## config.mk

```make
export PLATFORM = sky130hd
export DESIGN_NAME = demux_frame_router_flat
export DESIGN_NICKNAME = d
export VERILOG_FILES = /design/src/rtl/demux_pkg.sv /design/src/rtl/demux_frame_router_if.sv /design/src/rtl/demux_frame_shifter.sv /design/src/rtl/demux_frame_router.sv /design/src/flat_wrapper.sv
export SDC_FILE = /design/constraint.sdc
export NUM_CORES = 1
export LEC_CHECK = 0
export ABC_AREA = 1
export CAP_MARGIN = 0
export CORE_ASPECT_RATIO = 1.5
export CORE_UTILIZATION = 55
export DETAILED_ROUTE_END_ITERATION = 10
export DONT_BUFFER_PORTS = 1
export PLACE_DENSITY = 0.84
export RECOVER_POWER = 100
export SLEW_MARGIN = 20
export SYNTH_ARGS = -nofsm -noshare
export SYNTH_HDL_FRONTEND = slang
export SYNTH_SLANG_ARGS = --single-unit
```

## constraint.sdc

```tcl
create_clock -name clk -period 1.29 [get_ports clk]
set_input_delay 0.129 -clock clk [delete_from_list [all_inputs] [get_ports clk]]
set_output_delay 0.129 -clock clk [all_outputs]
set_load 0.02 [all_outputs]
```

## src/rtl/demux_pkg.sv

```systemverilog
// Shared types and constants for the demux frame router and its shifter.
package demux_pkg;
  localparam int NUM_CH     = 8;
  localparam int DEST_W     = 3;
  localparam int DATA_W_DEF = 8;

  // Bit-counter width wide enough for DATA_W payload bits plus an optional parity bit.
  function automatic int cnt_w_f(input int data_w);
    return $clog2(data_w + 2);
  endfunction

  localparam int CNT_W = cnt_w_f(DATA_W_DEF);

  typedef enum logic [1:0] {
    IDLE  = 2'd0,
    SHIFT = 2'd1,
    GAP   = 2'd2
  } router_state_t;
endpackage

```

## src/rtl/demux_frame_router_if.sv

```systemverilog
// Upstream word interface of the demux frame router: {dest, data} over valid/ready.
interface demux_frame_router_if #(
  parameter int DATA_W = 8
);
  import demux_pkg::*;

  // A word transfers on a rising edge where in_valid && in_ready; the master holds
  // in_valid/in_dest/in_data stable until then, and in_ready never depends on in_valid.
  logic              in_valid;
  logic              in_ready;
  logic [DEST_W-1:0] in_dest;
  logic [DATA_W-1:0] in_data;

  modport master (output in_valid, output in_dest, output in_data, input in_ready);
  modport slave  (input in_valid, input in_dest, input in_data, output in_ready);
endinterface

```

## src/rtl/demux_frame_shifter.sv

```systemverilog
// LSB-first shift register with bit counter; appends an even-parity bit after the MSB
// when DEMUX_ROUTER_PARITY_EN is defined.
module demux_frame_shifter
  import demux_pkg::*;
#(
  parameter int DATA_W = 8
) (
  input  logic              clk,
  input  logic              rst_n,
  input  logic              load,
  input  logic              shift,
  input  logic [DATA_W-1:0] data,
  output logic              ser_bit,
  output logic              last
);
`ifdef DEMUX_ROUTER_PARITY_EN
  localparam int N = DATA_W + 1;
`else
  localparam int N = DATA_W;
`endif
  localparam int CW = cnt_w_f(DATA_W);

  logic [N-1:0]  sh_q, sh_d;
  logic [CW-1:0] cnt_q, cnt_d;

  // Load wins over shift so a back-to-back reload replaces the finishing frame.
  always_comb begin
    sh_d  = sh_q;
    cnt_d = cnt_q;
    if (load) begin
`ifdef DEMUX_ROUTER_PARITY_EN
      sh_d = {^data, data};
`else
      sh_d = data;
`endif
      cnt_d = '0;
    end else if (shift) begin
      sh_d  = sh_q >> 1;
      cnt_d = cnt_q + 1'b1;
    end
  end

  always_ff @(posedge clk or negedge rst_n) begin
    if (!rst_n) begin
      sh_q  <= '0;
      cnt_q <= '0;
    end else begin
      sh_q  <= sh_d;
      cnt_q <= cnt_d;
    end
  end

  assign ser_bit = sh_q[0];
  assign last    = (cnt_q == CW'(N - 1));
endmodule

```

## src/rtl/demux_frame_router.sv

```systemverilog
// Frame router feeding the 1-to-8 demux: 1-deep pending word, serialiser FSM, gap timer.
// Optional even-parity bit per frame via DEMUX_ROUTER_PARITY_EN (handled in the shifter).
module demux_frame_router
  import demux_pkg::*;
#(
  parameter int DATA_W  = 8,
  parameter int GAP_CYC = 1
) (
  input  logic                 clk,
  input  logic                 rst_n,
  demux_frame_router_if.slave  up,
  output logic                 a,
  output logic [DEST_W-1:0]    s,
  output logic                 bit_valid,
  output logic                 busy,
  output logic                 frame_done,
  output router_state_t        dbg_state
);
  router_state_t     state_q, state_d;
  logic              pend_full_q, pend_full_d;
  logic [DEST_W-1:0] pend_dest_q, pend_dest_d;
  logic [DATA_W-1:0] pend_data_q, pend_data_d;
  logic [DEST_W-1:0] s_q, s_d;
  logic [3:0]        gap_q, gap_d;
  logic              fd_q, fd_d;
  logic              rdy_q, rdy_d;
  logic              load, shift, ser_bit, last, accept;

  assign accept = up.in_valid && rdy_q;

  always_comb begin
    state_d     = state_q;
    pend_full_d = pend_full_q;
    pend_dest_d = pend_dest_q;
    pend_data_d = pend_data_q;
    s_d         = s_q;
    gap_d       = gap_q;
    fd_d        = 1'b0;
    load        = 1'b0;
    shift       = 1'b0;
    unique case (state_q)
      IDLE: begin
        if (pend_full_q) begin
          load    = 1'b1;
          s_d     = pend_dest_q;
          state_d = SHIFT;
        end
      end
      SHIFT: begin
        shift = 1'b1;
        if (last) begin
          fd_d = 1'b1;
          if (GAP_CYC > 0) begin
            state_d = GAP;
            gap_d   = 4'(GAP_CYC - 1);
          end else if (pend_full_q) begin
            load = 1'b1;
            s_d  = pend_dest_q;
          end else begin
            state_d = IDLE;
          end
        end
      end
      GAP: begin
        if (gap_q == '0) state_d = IDLE;
        else             gap_d   = gap_q - 1'b1;
      end
      default: state_d = IDLE;
    endcase
    // accept and load never coincide: accept needs rdy_q, which is low while pending is full.
    if (load) pend_full_d = 1'b0;
    if (accept) begin
      pend_full_d = 1'b1;
      pend_dest_d = up.in_dest;
      pend_data_d = up.in_data;
    end
    rdy_d = !pend_full_d;
  end

  always_ff @(posedge clk or negedge rst_n) begin
    if (!rst_n) begin
      state_q     <= IDLE;
      pend_full_q <= 1'b0;
      pend_dest_q <= '0;
      pend_data_q <= '0;
      s_q         <= '0;
      gap_q       <= '0;
      fd_q        <= 1'b0;
      rdy_q       <= 1'b0;
    end else begin
      state_q     <= state_d;
      pend_full_q <= pend_full_d;
      pend_dest_q <= pend_dest_d;
      pend_data_q <= pend_data_d;
      s_q         <= s_d;
      gap_q       <= gap_d;
      fd_q        <= fd_d;
      rdy_q       <= rdy_d;
    end
  end

  demux_frame_shifter #(.DATA_W(DATA_W)) u_shifter (
    .clk     (clk),
    .rst_n   (rst_n),
    .load    (load),
    .shift   (shift),
    .data    (pend_data_q),
    .ser_bit (ser_bit),
    .last    (last)
  );

  assign bit_valid   = (state_q == SHIFT);
  assign a           = bit_valid & ser_bit;
  assign s           = s_q;
  assign busy        = (state_q != IDLE) || pend_full_q;
  assign frame_done  = fd_q;
  assign up.in_ready = rdy_q;
  assign dbg_state   = state_q;
endmodule
```

## src/flat_wrapper.sv

```systemverilog
// flat-port wrapper written by rule: the top's interface ports become plain ports
module demux_frame_router_flat import demux_pkg::*;
#(
  parameter int DATA_W  = 8,
  parameter int GAP_CYC = 1
)
  (clk, rst_n, a, s, bit_valid, busy, frame_done, dbg_state, up_in_valid, up_in_dest, up_in_data, up_in_ready);
  demux_frame_router_if #(.DATA_W(DATA_W)) up_i ();
  input  logic clk;
  input  logic rst_n;
  output logic a;
  output logic [DEST_W-1:0] s;
  output logic bit_valid;
  output logic busy;
  output logic frame_done;
  output router_state_t dbg_state;
  input wire logic [$bits(up_i.in_valid)-1:0] up_in_valid;
  input wire logic [$bits(up_i.in_dest)-1:0] up_in_dest;
  input wire logic [$bits(up_i.in_data)-1:0] up_in_data;
  output wire logic [$bits(up_i.in_ready)-1:0] up_in_ready;
  assign up_i.in_valid = up_in_valid;
  assign up_i.in_dest = up_in_dest;
  assign up_i.in_data = up_in_data;
  assign up_in_ready = up_i.in_ready;
  demux_frame_router #(.DATA_W(DATA_W), .GAP_CYC(GAP_CYC)) u_core (.clk(clk), .rst_n(rst_n), .up(up_i), .a(a), .s(s), .bit_valid(bit_valid), .busy(busy), .frame_done(frame_done), .dbg_state(dbg_state));
endmodule
```

==> results.json <==
{
  "via_per_inst": 5.74,
  "synth_flop_cell": "dfrtp_1",
  "setup_slack_ns": -0.0177,
  "ys_types": 23,
  "outcome": "finished with violations",
  "drv_cap": 0,
  "leakagePower_nw": 1.07,
  "ys_warn_count": 0,
  "die_y_um": 68.7,
  "gr-total-overflow": 0,
  "h-tree-depth": 2,
  "intPower_w": 0.00366,
  "antenna_found_initial": 0,
  "design.die.area_um2": 3190,
  "ioPinCount": 24,
  "clk_latency_ns": 0.29,
  "slew_violations": 0,
  "fin_skew_ns": 0.00823,
  "switchingPower_w": 0.00247,
  "maxSlewHeadroom": 0.442,
  "yosysSeqAreaShare": 0.537,
  "worstMarginPinSlew_ns": 0.837,
  "wl_per_cell_um": 17.0,
  "p_sw_frac": 0.402,
  "fp-row-count": 23,
  "async_flop_share": 1.00,
  "path_max_fanout": 4,
  "use_met3": 0.0729,
  "cts_sinks": 35,
  "endpoint_kind": "output port",
  "final_nets": 231,
  "routabilityCongestion": 0.769,
  "cp_data_arrival_time_ns": 1.18,
  "num_antenna_cells": 0,
  "crit_required_ns": 1.16,
  "ys_ff_latch": 35,
  "drt_iter0_drc": 80,
  "synthTopCellsByArea": "dfrtp_1 54%, nand2_1 8.5%, ha_1 4.6%, inv_1 4.4%, a21oi_1 4.3%",
  "synth_area_um2": 1630,
  "p_seq_frac": 0.332,
  "dp_hpwl_um": 2340,
  "gr-usage-all-layers": 0.283,
  "gr-usage-met2": 0.462,
  "synth_top_cell_by_area": "dfrtp_1",
  "peakVddDrop_v": 0.00209,
  "rsz0062_at_grt": "yes",
  "finalPower_w": 0.00613,
  "grt_max_degree": 36,
  "syn_area_per_cell_um2": 9.38,
  "cts-root-buf": "clkbuf_8",
  "worst-setup-path-type": "flip-flop to output port",
  "finalCriticalPeriod_ns": 1.31,
  "drcViolationCount": 0,
  "nFillCells": 135,
  "busiest_layer": "met2",
  "startpoint_type": "flip-flop",
  "post-route-period-util": 1.01,
  "fmax_mhz": 765,
  "setup_violations": 6,
  "synthCells": 174,
  "violations": "setup timing",
  "cts_buffer_depth": 2,
  "placed_cell_area_um2": 1760,
  "clk_pin_slew_worst_paths_ns": 0.06,
  "combPwrFrac": 0.477,
  "port_buffers": 0,
  "wirelength_um": 4240,
  "grt_pass1_vias": 1374,
  "grt_first_pass_wirelength_um": 6110,
  "coreArea_um2": 2730,
  "start_util": 0.597,
  "power_frac_clock": 0.191,
  "layout-drive-gt1-share": 0.335,
  "ant_nets": 0,
  "die_w_um": 46.5,
  "cts_tree": "built",
  "synth_top_area_frac": 0.537,
  "synth_edf_count": 0,
  "hp-class": "input port to flip-flop",
  "synth_nets": 194,
  "use_met1": 0.305,
  "vias": 1429,
  "syn_to_final_growth_pct": 35.4,
  "cts_inserted_buffers": 5,
  "power_density_nw_per_um2": 2770,
  "design_area_um2": 2210,
  "hold_viol_final": 0,
  "first_pass_iters": 5
}
==> cells by family (layout without fill, tap and decap cells) <==
| kind of cell | Yosys count | in the layout | synth area share |
|---|---|---|---|
| simple gates | 73 | 73 | 0.204 |
| fa+ha+maj | 6 | 6 | 0.0460 |
| flops | 35 | 35 | 0.537 |
| mux | 7 | 7 | 0.0506 |
| compound gates | 28 | 28 | 0.0882 |
| buf+inv | 25 | 63 | 0.0744 |
==> layout by cell type, fill, tap and decap left out, drive strengths merged <==
master and instances:
nand2 40, dfrtp 35, buf 23, nor2 20, inv 20, a21oi 14
o21ai 12, nand3 11, dlygate4sd3 10, clkbuf 8, mux2 7, ha 6
bufinv 2, nand4 1, o211ai 1, or2 1, o22ai 1
==> synthesized netlist by cell type (2+ instances only) <==
cell type and number:
dfrtp_1 35, mux2_2 6, nor2_4 3, ha_1 6, a21oi_1 14, o21ai_0 11
inv_1 19, buf_2 2, nand2_1 37, buf_6 2, nor2_1 17, nand2_2 2
nand3_1 10
==> worst max-delay path, stage by stage (launching register included) <==
cell and delay [ns]:
dfrtp_2 0.42, inv_4 0.08, ha_4 0.16, buf_8 0.11
nand2_4 0.04, inv_4 0.07
==> power groups by stage <==
| stage | clock network, W | registers, W | logic, W |
|---|---|---|---|
| 2_1_floorplan | 0 | 0.00195 | 0.00154 |
| 3_3_place_gp | 0 | 0.00195 | 0.00194 |
| 3_5_place_dp | 0 | 0.00198 | 0.00209 |
| 4_1_cts | 0.00116 | 0.00197 | 0.00258 |
| 5_1_grt | 0.00122 | 0.00206 | 0.00316 |
| 6_report | 0.00117 | 0.00204 | 0.00292 |
==> repair_timing <==
| item | 4_1_cts | 5_1_grt |
|---|---|---|
| hold endpoints to repair | 42 | 2 |
| endpoints found under the setup margin | 11 | 22 |
| hold buffers | 9 | 2 |
| gates resized for setup | 21 | 16 |
| pin swaps | 3 | 8 |
| buffers inserted | 8 | 3 |
| gates cloned | 0 | 0 |
==> cell type report <==
| cell class | instances | area [um2] | share of cell area |
|---|---|---|---|
| Sequential cell | 35 | 878 | 0.398 |
| Timing Repair Buffer | 35 | 300 | 0.136 |
| Clock buffer | 6 | 72.6 | 0.0328 |
| Inverter | 20 | 80.1 | 0.0362 |
| Multi-Input combinational cell | 114 | 772 | 0.349 |
| Tap cell | 37 | 46.3 | 0.0210 |
| Clock inverter | 2 | 60.1 | 0.0272 |
==> metal layers <==
metal,vias to the layer above,part of all wire
met1,698,0.34
met3,25,0.057
li1,629,-
met2,77,0.55
met4,0,0.050
met5,-,0
==> state kept, by name, summed over array words and instances (netlist names) <==
name and count:
u_core.pend_full_q 1, u_core.u_shifter.cnt_q 4, u_core.frame_done 1, u_core.gap_q 4, u_core.u_shifter.sh_q 8, u_core.s 3, u_core.dbg_state 2, u_core.pend_data_q 8
u_core.up.in_ready 1, u_core.pend_dest_q 3
==> per-stage QoR <==
| step | TNS, ns | setup WS [ns] | instances | util | hold WS [ns] |
|---|---|---|---|---|---|
| finish | -0.0522 | -0.0177 | 249 | 0.808 | 0.00590 |
| floorplan | 0 | 0.0000132 | 174 | - | -0.167 |
| detailed placement | -0.369 | -0.0774 | 220 | 0.643 | -0.166 |
| CTS | -0.0229 | -0.0216 | 245 | 0.781 | 0.000211 |
| global route | -0.894 | -0.0809 | 249 | 0.808 | 0.00286 |
| global placement | -0.0654 | -0.0208 | 220 | 0.643 | -0.166 |
==> final timing paths <==
| path | startpoint | end | slack (ns) | cells past startpoint |
|---|---|---|---|---|
| min in group asynchronous | rst_n | u_core.u_shifter.cnt_q[0] | 0.49 | 2 |
| hold / removal | up_in_data[7] | u_core.pend_data_q[7] | 0.006 | 2 |
| hold reg to reg | u_core.u_shifter.cnt_q[3] | u_core.u_shifter.cnt_q[3] | 0.50 | 1 |
| setup / recovery | u_core.dbg_state[1] | a | -0.02 | 5 |
| setup reg to reg | u_core.dbg_state[1] | u_core.u_shifter.sh_q[4] | -0.01 | 6 |
| max in group asynchronous | rst_n | u_core.dbg_state[1] | 0.22 | 2 |
Power figures use the tool's default switching activity.
